`src/rtl/mem_pkg.sv`:
```
// Shared definitions for the two-port RAM arbiter: command encodings,
// ownership states and default bus widths.
package mem_pkg;

    localparam int AW_DEF = 9;
    localparam int DW_DEF = 16;

    localparam logic [1:0] MNONE    = 2'b00;
    localparam logic [1:0] MREAD    = 2'b01;
    localparam logic [1:0] MWRITE   = 2'b10;
    localparam logic [1:0] MILLEGAL = 2'b11;

    typedef enum logic [1:0] {
        IDLE = 2'd0,
        OWN0 = 2'd1,
        OWN1 = 2'd2
    } own_state_t;

    function automatic logic is_req(input logic [1:0] cmd);
        return (cmd == MREAD) || (cmd == MWRITE);
    endfunction

endpackage

```
`src/rtl/rr_pick2.sv`:
```
// Combinational two-way chooser: round-robin on the last grant, or fixed
// priority with port 0 winning. Output is one-hot or zero.
module rr_pick2 (
    input  logic [1:0] req,
    input  logic       last,
    input  logic       fixed,
    output logic [1:0] gnt
);

    always_comb begin
        gnt = req;
        // Contention: port 0 wins under fixed priority or when port 1 went last.
        if (req == 2'b11) begin
            gnt = (fixed || last) ? 2'b01 : 2'b10;
        end
    end

endmodule

```
`src/rtl/mem_arbiter.sv`:
```
// Arbitrates a single-port RAM between two requesters with combinational
// grants, 1-cycle read return, optional bus lock and a sticky error flag.
module mem_arbiter
    import mem_pkg::*;
#(
    parameter int AW         = AW_DEF,
    parameter int DW         = DW_DEF,
    parameter int FIXED_PRIO = 0
) (
    input  logic          clk,
    input  logic          reset,
    input  logic [1:0]    cmd0,
    input  logic [AW-1:0] addr0,
    input  logic [DW-1:0] wdata0,
    input  logic          lock0,
    output logic          gnt0,
    output logic          rvalid0,
    output logic [DW-1:0] rdata0,
    input  logic [1:0]    cmd1,
    input  logic [AW-1:0] addr1,
    input  logic [DW-1:0] wdata1,
    input  logic          lock1,
    output logic          gnt1,
    output logic          rvalid1,
    output logic [DW-1:0] rdata1,
    output logic [AW-1:0] ram_addr,
    output logic          ram_we,
    output logic [DW-1:0] ram_din,
    input  logic [DW-1:0] ram_dout,
    output logic          err
);

    own_state_t    state_reg, state_next;
    logic          last_reg;
    logic [1:0]    rvalid_reg;
    logic          err_reg;
    logic [AW-1:0] ram_addr_reg;

    logic [1:0]    eligible;
    logic [1:0]    gnt_vec;
    logic [1:0]    rd_gnt;

    // State register, last-grant pointer, read-return pipeline and error flag.
    always_ff @(posedge clk or negedge reset) begin
        if (!reset) begin
            state_reg    <= IDLE;
            last_reg     <= 1'b1;
            rvalid_reg   <= 2'b00;
            err_reg      <= 1'b0;
            ram_addr_reg <= '0;
        end else begin
            state_reg    <= state_next;
            rvalid_reg   <= rd_gnt;
            ram_addr_reg <= ram_addr;
            err_reg      <= err_reg | (cmd0 == MILLEGAL) | (cmd1 == MILLEGAL);
            if (|gnt_vec) begin
                last_reg <= gnt_vec[1];
            end
        end
    end

    // A held lock masks the other port; a falling lock re-arbitrates at once.
    always_comb begin
        eligible = {is_req(cmd1), is_req(cmd0)};
        case (state_reg)
            OWN0:    if (lock0) eligible = {1'b0, is_req(cmd0)};
            OWN1:    if (lock1) eligible = {is_req(cmd1), 1'b0};
            default: ;
        endcase
        if (!reset) begin
            eligible = 2'b00;
        end
    end

    rr_pick2 u_pick (
        .req   (eligible),
        .last  (last_reg),
        .fixed (FIXED_PRIO != 0),
        .gnt   (gnt_vec)
    );

    always_comb begin
        state_next = IDLE;
        case (state_reg)
            OWN0:    if (lock0) state_next = OWN0;
            OWN1:    if (lock1) state_next = OWN1;
            default: state_next = IDLE;
        endcase
        if (gnt_vec[0] && lock0) begin
            state_next = OWN0;
        end else if (gnt_vec[1] && lock1) begin
            state_next = OWN1;
        end
    end

    always_comb begin
        gnt0     = gnt_vec[0];
        gnt1     = gnt_vec[1];
        ram_addr = ram_addr_reg;
        ram_we   = 1'b0;
        ram_din  = '0;
        rd_gnt   = gnt_vec & {cmd1 == MREAD, cmd0 == MREAD};
        if (gnt_vec[1]) begin
            ram_addr = addr1;
            ram_we   = (cmd1 == MWRITE);
            ram_din  = wdata1;
        end else if (gnt_vec[0]) begin
            ram_addr = addr0;
            ram_we   = (cmd0 == MWRITE);
            ram_din  = wdata0;
        end
    end

    assign rvalid0 = rvalid_reg[0];
    assign rvalid1 = rvalid_reg[1];
    assign rdata0  = rvalid_reg[0] ? ram_dout : '0;
    assign rdata1  = rvalid_reg[1] ? ram_dout : '0;
    assign err     = err_reg;

endmodule

```
`config.mk`:
```
export PLATFORM = sky130hd
export DESIGN_NAME = mem_arbiter
export DESIGN_NICKNAME = d
export VERILOG_FILES = /design/src/rtl/mem_pkg.sv /design/src/rtl/rr_pick2.sv /design/src/rtl/mem_arbiter.sv
export SDC_FILE = /design/constraint.sdc
export NUM_CORES = 1
export LEC_CHECK = 0
export CORE_UTILIZATION = 30
export DETAILED_ROUTE_END_ITERATION = 7
export GPL_TIMING_DRIVEN = 0
export PLACE_DENSITY_LB_ADDON = 0.08
export SYNTH_ARGS = -nofsm -noshare
export SYNTH_HDL_FRONTEND = slang
export SYNTH_HIERARCHICAL = 1
export SYNTH_SLANG_ARGS = --single-unit
```
`constraint.sdc`:
```
create_clock -name clk -period 3.4 [get_ports clk]
set_input_delay 0.68 -clock clk [delete_from_list [all_inputs] [get_ports clk]]
set_output_delay 0.68 -clock clk [all_outputs]
set_load 0.01 [all_outputs]
```
==> reports/metrics.csv, run 1 <==
metric,value,unit
root_buffer,clkbuf_8,
fin_crit,3.300,ns
holdBufCountCts,0,
regToRegSetupSlack,1.41,ns
nNetsFinal,365,
vias,1495,
synthArstFlopShare,100.0,%
max_freq,303.1,MHz
yosysSeqAreaShare,30.59,%
worstSetupEndpointType,output port,
largest_reg_flops,9,
grt-ovfl-total,0,
ys_top_cells_by_area,"dfrtp_1, and2_1, a22o_1, ha_1, mux2i_1",
worstPathRequired,2.72,ns
slew_violations,0,
ir_drop,0.0003555,V
pwr_density_cell,296.2,nW/µm²
synth_edf_count,0,
crit_type,in -> out,
clk_latency,0.25,ns
start_kind,input pin,
yosys_warnings,6,
clkSinkCount,15,
synth_common_cells,"and2_1, a22o_1, dfrtp_1",
first_global_vias,1439,
dr.first_iter.drc_count,53,
wl_per_cell,13.31,µm
remaining_drc_errors,0,
yosysTopAreaCell,dfrtp_1,
hold_ws,0.4397,ns
num_io_pins,137,
design_area,2661,µm²
syn_area,1231,µm²
finalCritPeriodShare,97.05,%
rsz0062_at_grt,no,
die-height,66.06,µm
gp_congestion,0.7670,
cp_max_fo,10,
chipWidth,66.06,µm
grt.total_usage,20.30,%
via_per_inst,4.530,
antenna_found_initial,0,
grt_pass1_wl,6886,µm
final_hold_viol_count,0,
clk_pin_slew,0.06,ns
placed_cell_area,2656,µm²
antenna_left,0,
core,3799,µm²
diodes,0,
stdcell_count,330,
dp_cells,322,
initial_core_util,32.41,%
cts_buffers,3,
grt_max_degree,18,
synthCells,137,
dr.pass1.iters,4,
post-dp-hpwl,3574,µm
clock_path_buffers,2,
finalCoreUtilization,70.06,%
skew,0.002975,ns
ys_ff_latch,15,
synth_cell_types,25,
h-tree-depth,1,
tritoncts,done,
synth_ff_type,dfrtp_1,
synth.most_common_cell,and2_1,
drive_above_1_share,13.12,%
setup_violations,0,
hold_class,in -> async,
syn2layout_area_growth,116.2,%
placement_rows,22,
status,completed,
p_leak,1.223,nW
synth.avg_cell_area,8.987,µm²
wl,4392,µm
dieArea,4364,µm²
max-cap-violations,0,
synth_top_area_share,28.46,%
cp.arrival,2.62,ns
portBuffers,136,
-- metal layers --
| layer | track usage, % | wire, µm |
|---|---|---|
| met1 | 23.97 | 1816 |
| met2 | 36.73 | 2196 |
| met3 | 5.690 | 360 |
| met4 | 3.191 | 19 |
| met5 | 0 | 0 |
-- path summary, 6_finish.rpt --
kind / end / from / cells after the start
setup / recovery: ram_addr[7] / lock1 / 10
hold / removal: ram_addr_reg[0]$_DFF_PN0_ / reset / 1
setup reg to reg: ram_addr_reg[3]$_DFF_PN0_ / state_reg[0]$_DFF_PN0_ / 8
hold reg to reg: err$_DFF_PN0_ / err$_DFF_PN0_ / 1
max in group asynchronous: last_reg$_DFFE_PN1P_ / reset / 1
min in group clk: err$_DFF_PN0_ / err$_DFF_PN0_ / 1
-- power by group --
part	internal (mW)	total, mW	switching (mW)
clock network	0.0811	0.144	0.0631
registers	0.226	0.241	0.0150
logic	0.228	0.403	0.175
total	0.536	0.788	0.253
-- worst max-delay path, cell delays in order --
cell and delay (ns):
clkdlybuf4s50_1 0.50, nor2b_1 0.06, o311a_1 0.30, o21ai_1 0.07
and2_2 0.22, buf_4 0.19, buf_6 0.16, nand2_1 0.06
o21ai_1 0.10, dlygate4sd2_1 0.29
-- cells in the final DEF, fill, tap and decap left out, drive strengths merged, types with 2 or more instances in the layout --
| master | n |
|---|---|
| nor2b | 4 |
| a21boi | 2 |
| o311a | 2 |
| conb | 2 |
| nand2 | 10 |
| and2 | 35 |
| clkdlybuf4s15 | 2 |
| buf | 10 |
| dlygate4sd2 | 13 |
| clkbuf | 23 |
| mux2i | 9 |
| a22o | 17 |
| inv | 9 |
| ha | 8 |
| clkdlybuf4s50 | 104 |
| dfrtp | 14 |
| o21ai | 10 |
-- through the flow --
stage / total power [mW] / TNS [ns] / worst slack (ns)
CTS: 0.8014 / 0 / 0.02699
detailed placement: 0.6878 / -17.87 / -0.7518
floorplan: 0.4238 / 0 / 0.5028
finish: 0.7882 / 0 / 0.1002
global route: 0.8458 / 0 / 0.005628
global placement: 0.6839 / -17.47 / -0.7307
-- area by class of cell --
type / count / area (µm²)
Clock buffer: 3 / 41.29
Multi-Input combinational cell: 104 / 760.7
Timing Repair Buffer: 140 / 1299
Sequential cell: 15 / 376.6
Buffer: 10 / 85.08
Clock inverter: 1 / 5.005
Fill cell: 335 / 1137
Inverter: 9 / 33.78
Tap cell: 48 / 60.06
-- cell families (layout without fill, tap and decap cells) --
logic type,after synthesis,after routing,share of synthesized area (%)
flip-flops,15,15,30.59
adder cells (fa/ha/maj),8,8,8.130
other,1,2,0.3046
buffers and inverters,19,163,8.332
AO/OA/AOI/OAI,34,34,21.04
AND/OR/NAND/NOR,51,51,24.29
multiplexers,9,9,7.317
-- repair_timing --
item	in CTS	in global routing
gates resized for setup	41	38
setup buffers	4	0
pin swaps	1	1
endpoints found under the setup margin	28	20
Note: power is estimated with default switching activity, not from simulation.
==> run 2: changes to the inputs <==
--- a/config.mk
+++ b/config.mk
@@ -5,7 +5,8 @@
 export SDC_FILE = /design/constraint.sdc
 export NUM_CORES = 1
 export LEC_CHECK = 0
-export CORE_UTILIZATION = 30
+export CORE_UTILIZATION = 28
+export CTS_CLUSTER_SIZE = 14
 export DETAILED_ROUTE_END_ITERATION = 7
 export GPL_TIMING_DRIVEN = 0
 export PLACE_DENSITY_LB_ADDON = 0.08
==> constraint.sdc (replaced) <==
create_clock -name clk -period 3.6 [get_ports clk]
set_input_delay 0.72 -clock clk [delete_from_list [all_inputs] [get_ports clk]]
set_output_delay 0.72 -clock clk [all_outputs]
set_load 0.01 [all_outputs]
==> run 2 against run 1 <==
  * Critical path depth up 1
  * Core utilization down 5.3 points
  * Clock skew down 0.00057 ns
  * First-iteration DRC count down 42%
  * Setup slack better by 0.00082 ns
  * Sequential power down 5%
  * Final area about the same
  * Worst hold slack better by 0.045 ns
  * Critical endpoint is now ram_din[8]
  * Largest cell class unchanged
  * Largest power group unchanged
==> reports/metrics.csv, run 2 (synthesized netlist as in run 1, its figures left out) <==
metric,value,unit,change
status,completed,,
grt-ovfl-total,0,,unchanged
mostFrequentLayoutCells,"clkdlybuf4s50_1, and2_1, a22o_1, dfrtp_1, dlygate4sd2_1",,
grt-busiest-layer,met2,,
antenna_found_initial,0,,unchanged
finalCritPeriodShare,97.19,%,
drive_above_1_share,9.353,%,-3.8 points
clock_path_buffers,2,,unchanged
crit_cells,11,,+1
skew,0.002403,ns,-0.0005720 ns
chipWidth,68.31,µm,+3.4%
critPathCapture,ram_din[8],,
syn2layout_area_growth,116.4,%,about the same
placed_cell_area,2659,µm²,about the same
core,4115,µm²,+8.3%
startpoint,cmd0[1],,
first_global_vias,1315,,-8.6%
p_leak,1.183,nW,-3.3%
crit_path_frequent_cell,buf_6,,
rsz0062_at_grt,no,,
crit_chain,clkdlybuf4s50_1 > ha_1 > inv_1 > o311a_1 > a21boi_4 > buf_6 > nor2b_4 > buf_6 > buf_6 > a22o_1 > clkdlybuf4s15_1,,
final_hold_viol_count,0,,unchanged
worstSetupEndpointType,output port,,
antenna_left,0,,unchanged
reg2reg_from,state_reg[0]$_DFF_PN0_,,
hold_ws,0.4849,ns,+0.04517 ns
hold_class,in -> async,,
via_per_inst,4.445,,-1.9%
dieArea,4666,µm²,+6.9%
largest_reg_flops,9,,unchanged
critPathBufInv,6,,+2
slew_violations,0,,unchanged
layout_commonest_cell,clkdlybuf4s50_1,,
fin_crit,3.499,ns,
root_buffer,clkbuf_8,,
tritoncts,done,,
start_kind,input pin,,
diodes,0,,unchanged
wl,4158,µm,-5.3%
portBuffers,136,,unchanged
grt_pass1_wl,6078,µm,-12%
crit_family,buffers and inverters,,
dr.first_iter.drc_count,31,,-42%
grtUsageMet1,20.16,%,-3.8 points
setup_violations,0,,unchanged
fill_cells,385,,+15%
cp_max_fo,10,,unchanged
ir_drop,0.0002606,V,-27%
reg2reg_to,ram_addr_reg[6]$_DFF_PN0_,,
crit_slowest_cell,clkdlybuf4s50_1,,
post-dp-hpwl,3586,µm,+0.34%
postCtsSetupBuffers,0,,-4
clk_latency,0.25,ns,about the same
grt_max_degree,18,,unchanged
holdBufCountCts,0,,unchanged
regToRegSetupSlack,1.60,ns,+0.19 ns
clkSinkCount,15,,unchanged
wl_per_cell,12.68,µm,-4.8%
use_met2,30.64,%,-6.1 points
initial_core_util,29.92,%,-2.5 points
cts_buffers,3,,unchanged
design_area,2664,µm²,about the same
max-cap-violations,0,,unchanged
grt.total_usage,16.92,%,-3.4 points
r2r_cells,8,,unchanged
ctsResizeCount,42,,+2.4%
h-tree-depth,1,,unchanged
remaining_drc_errors,0,,unchanged
pwr_density_cell,278.5,nW/µm²,-6.0%
max_freq,285.8,MHz,
p_total,0.7419,mW,-5.9%
cp.arrival,2.78,ns,+0.16 ns
grt_use_met3,4.333,%,-1.4 points
vias,1458,,-2.5%
worstPathRequired,2.88,ns,+0.16 ns
placement_rows,23,,+4.5%
dr.pass1.iters,4,,unchanged
die-height,68.31,µm,+3.4%
crit_type,in -> out,,
clk_pin_slew,0.06,ns,about the same
num_io_pins,137,,unchanged
gp_congestion,0.6949,,-9.4%
cpPeakStageDelay,0.50,ns,about the same
nNetsFinal,361,,-1.1%
[run 2: changes by cell type in the layout (fill, tap and decap cells not counted), moves of 2 or more]
| cell | delta |
|---|---|
| clkdlybuf4s50_1 | +3 |
| clkbuf_2 | -7 |
| clkdlybuf4s15_1 | +4 |
| o21ai_1 | -2 |
| buf_4 | -3 |
| o21ai_0 | +2 |
[run 2: where the power goes]
part           switching (mW)  internal, mW  total (mW)
sequential             0.0148         0.213       0.228
clock                  0.0588        0.0777       0.137
combinational           0.159         0.218       0.377
[run 2: worst min-delay path by stage]
stage	startpoint	endpoint	slack, ns
after global placement	err$_DFF_PN0_	err$_DFF_PN0_	0.46
after CTS	reset	ram_addr_reg[5]$_DFF_PN0_	0.49
after global routing	reset	ram_addr_reg[3]$_DFF_PN0_	0.52
after detailed placement	err$_DFF_PN0_	err$_DFF_PN0_	0.50
after floorplan	reset	err$_DFF_PN0_	0.42
final	reset	ram_addr_reg[7]$_DFF_PN0_	0.48
[run 2: layer usage]
layer,share of wire (%),routed length (µm),vias up
met5,0,0,-
li1,-,-,745
met3,10,424,0
met4,0,0,0
met2,52,2156,73
met1,38,1577,640
[run 2: through the flow]
step	util (%)	TNS (ns)	setup slack (ns)	instances
2_1_floorplan	-	0	0.6228	138
3_3_place_gp	64.61	-14.37	-0.6034	324
3_5_place_dp	64.61	-14.87	-0.6458	324
4_1_cts	65.58	0	0.05148	328
5_1_grt	64.73	0	0.00005906	328
6_report	64.73	0	0.1011	328
[run 2: worst register-to-register path: cells and delay by family, from the launching register on]
kind                       cells  cell delay [ns]
AOI/OAI and AO/OA              3             0.67
adders and majority gates      1             0.31
buffers and inverters          3             0.33
muxes                          1             0.19
DFF                            1             0.35
[run 2: final cells by class]
class                           instances  area, µm²  share of cell area, %
Tap cell                               50      62.56                  2.349
Clock inverter                          1      7.507                 0.2818
Multi-Input combinational cell        104      769.5                  28.89
Clock buffer                            3      41.29                  1.550
Inverter                                9      33.78                  1.268
Buffer                                 10      76.32                  2.865
Timing Repair Buffer                  136       1296                  48.66
Sequential cell                        15      376.6                  14.14
==> run 3: changes to the inputs <==
--- a/config.mk
+++ b/config.mk
@@ -6,7 +6,6 @@
 export NUM_CORES = 1
 export LEC_CHECK = 0
 export CORE_UTILIZATION = 28
-export CTS_CLUSTER_SIZE = 14
 export DETAILED_ROUTE_END_ITERATION = 7
 export GPL_TIMING_DRIVEN = 0
 export PLACE_DENSITY_LB_ADDON = 0.08
==> results of run 3 <==
No change in the layout: final DEF, timing and power equal those of run 2.
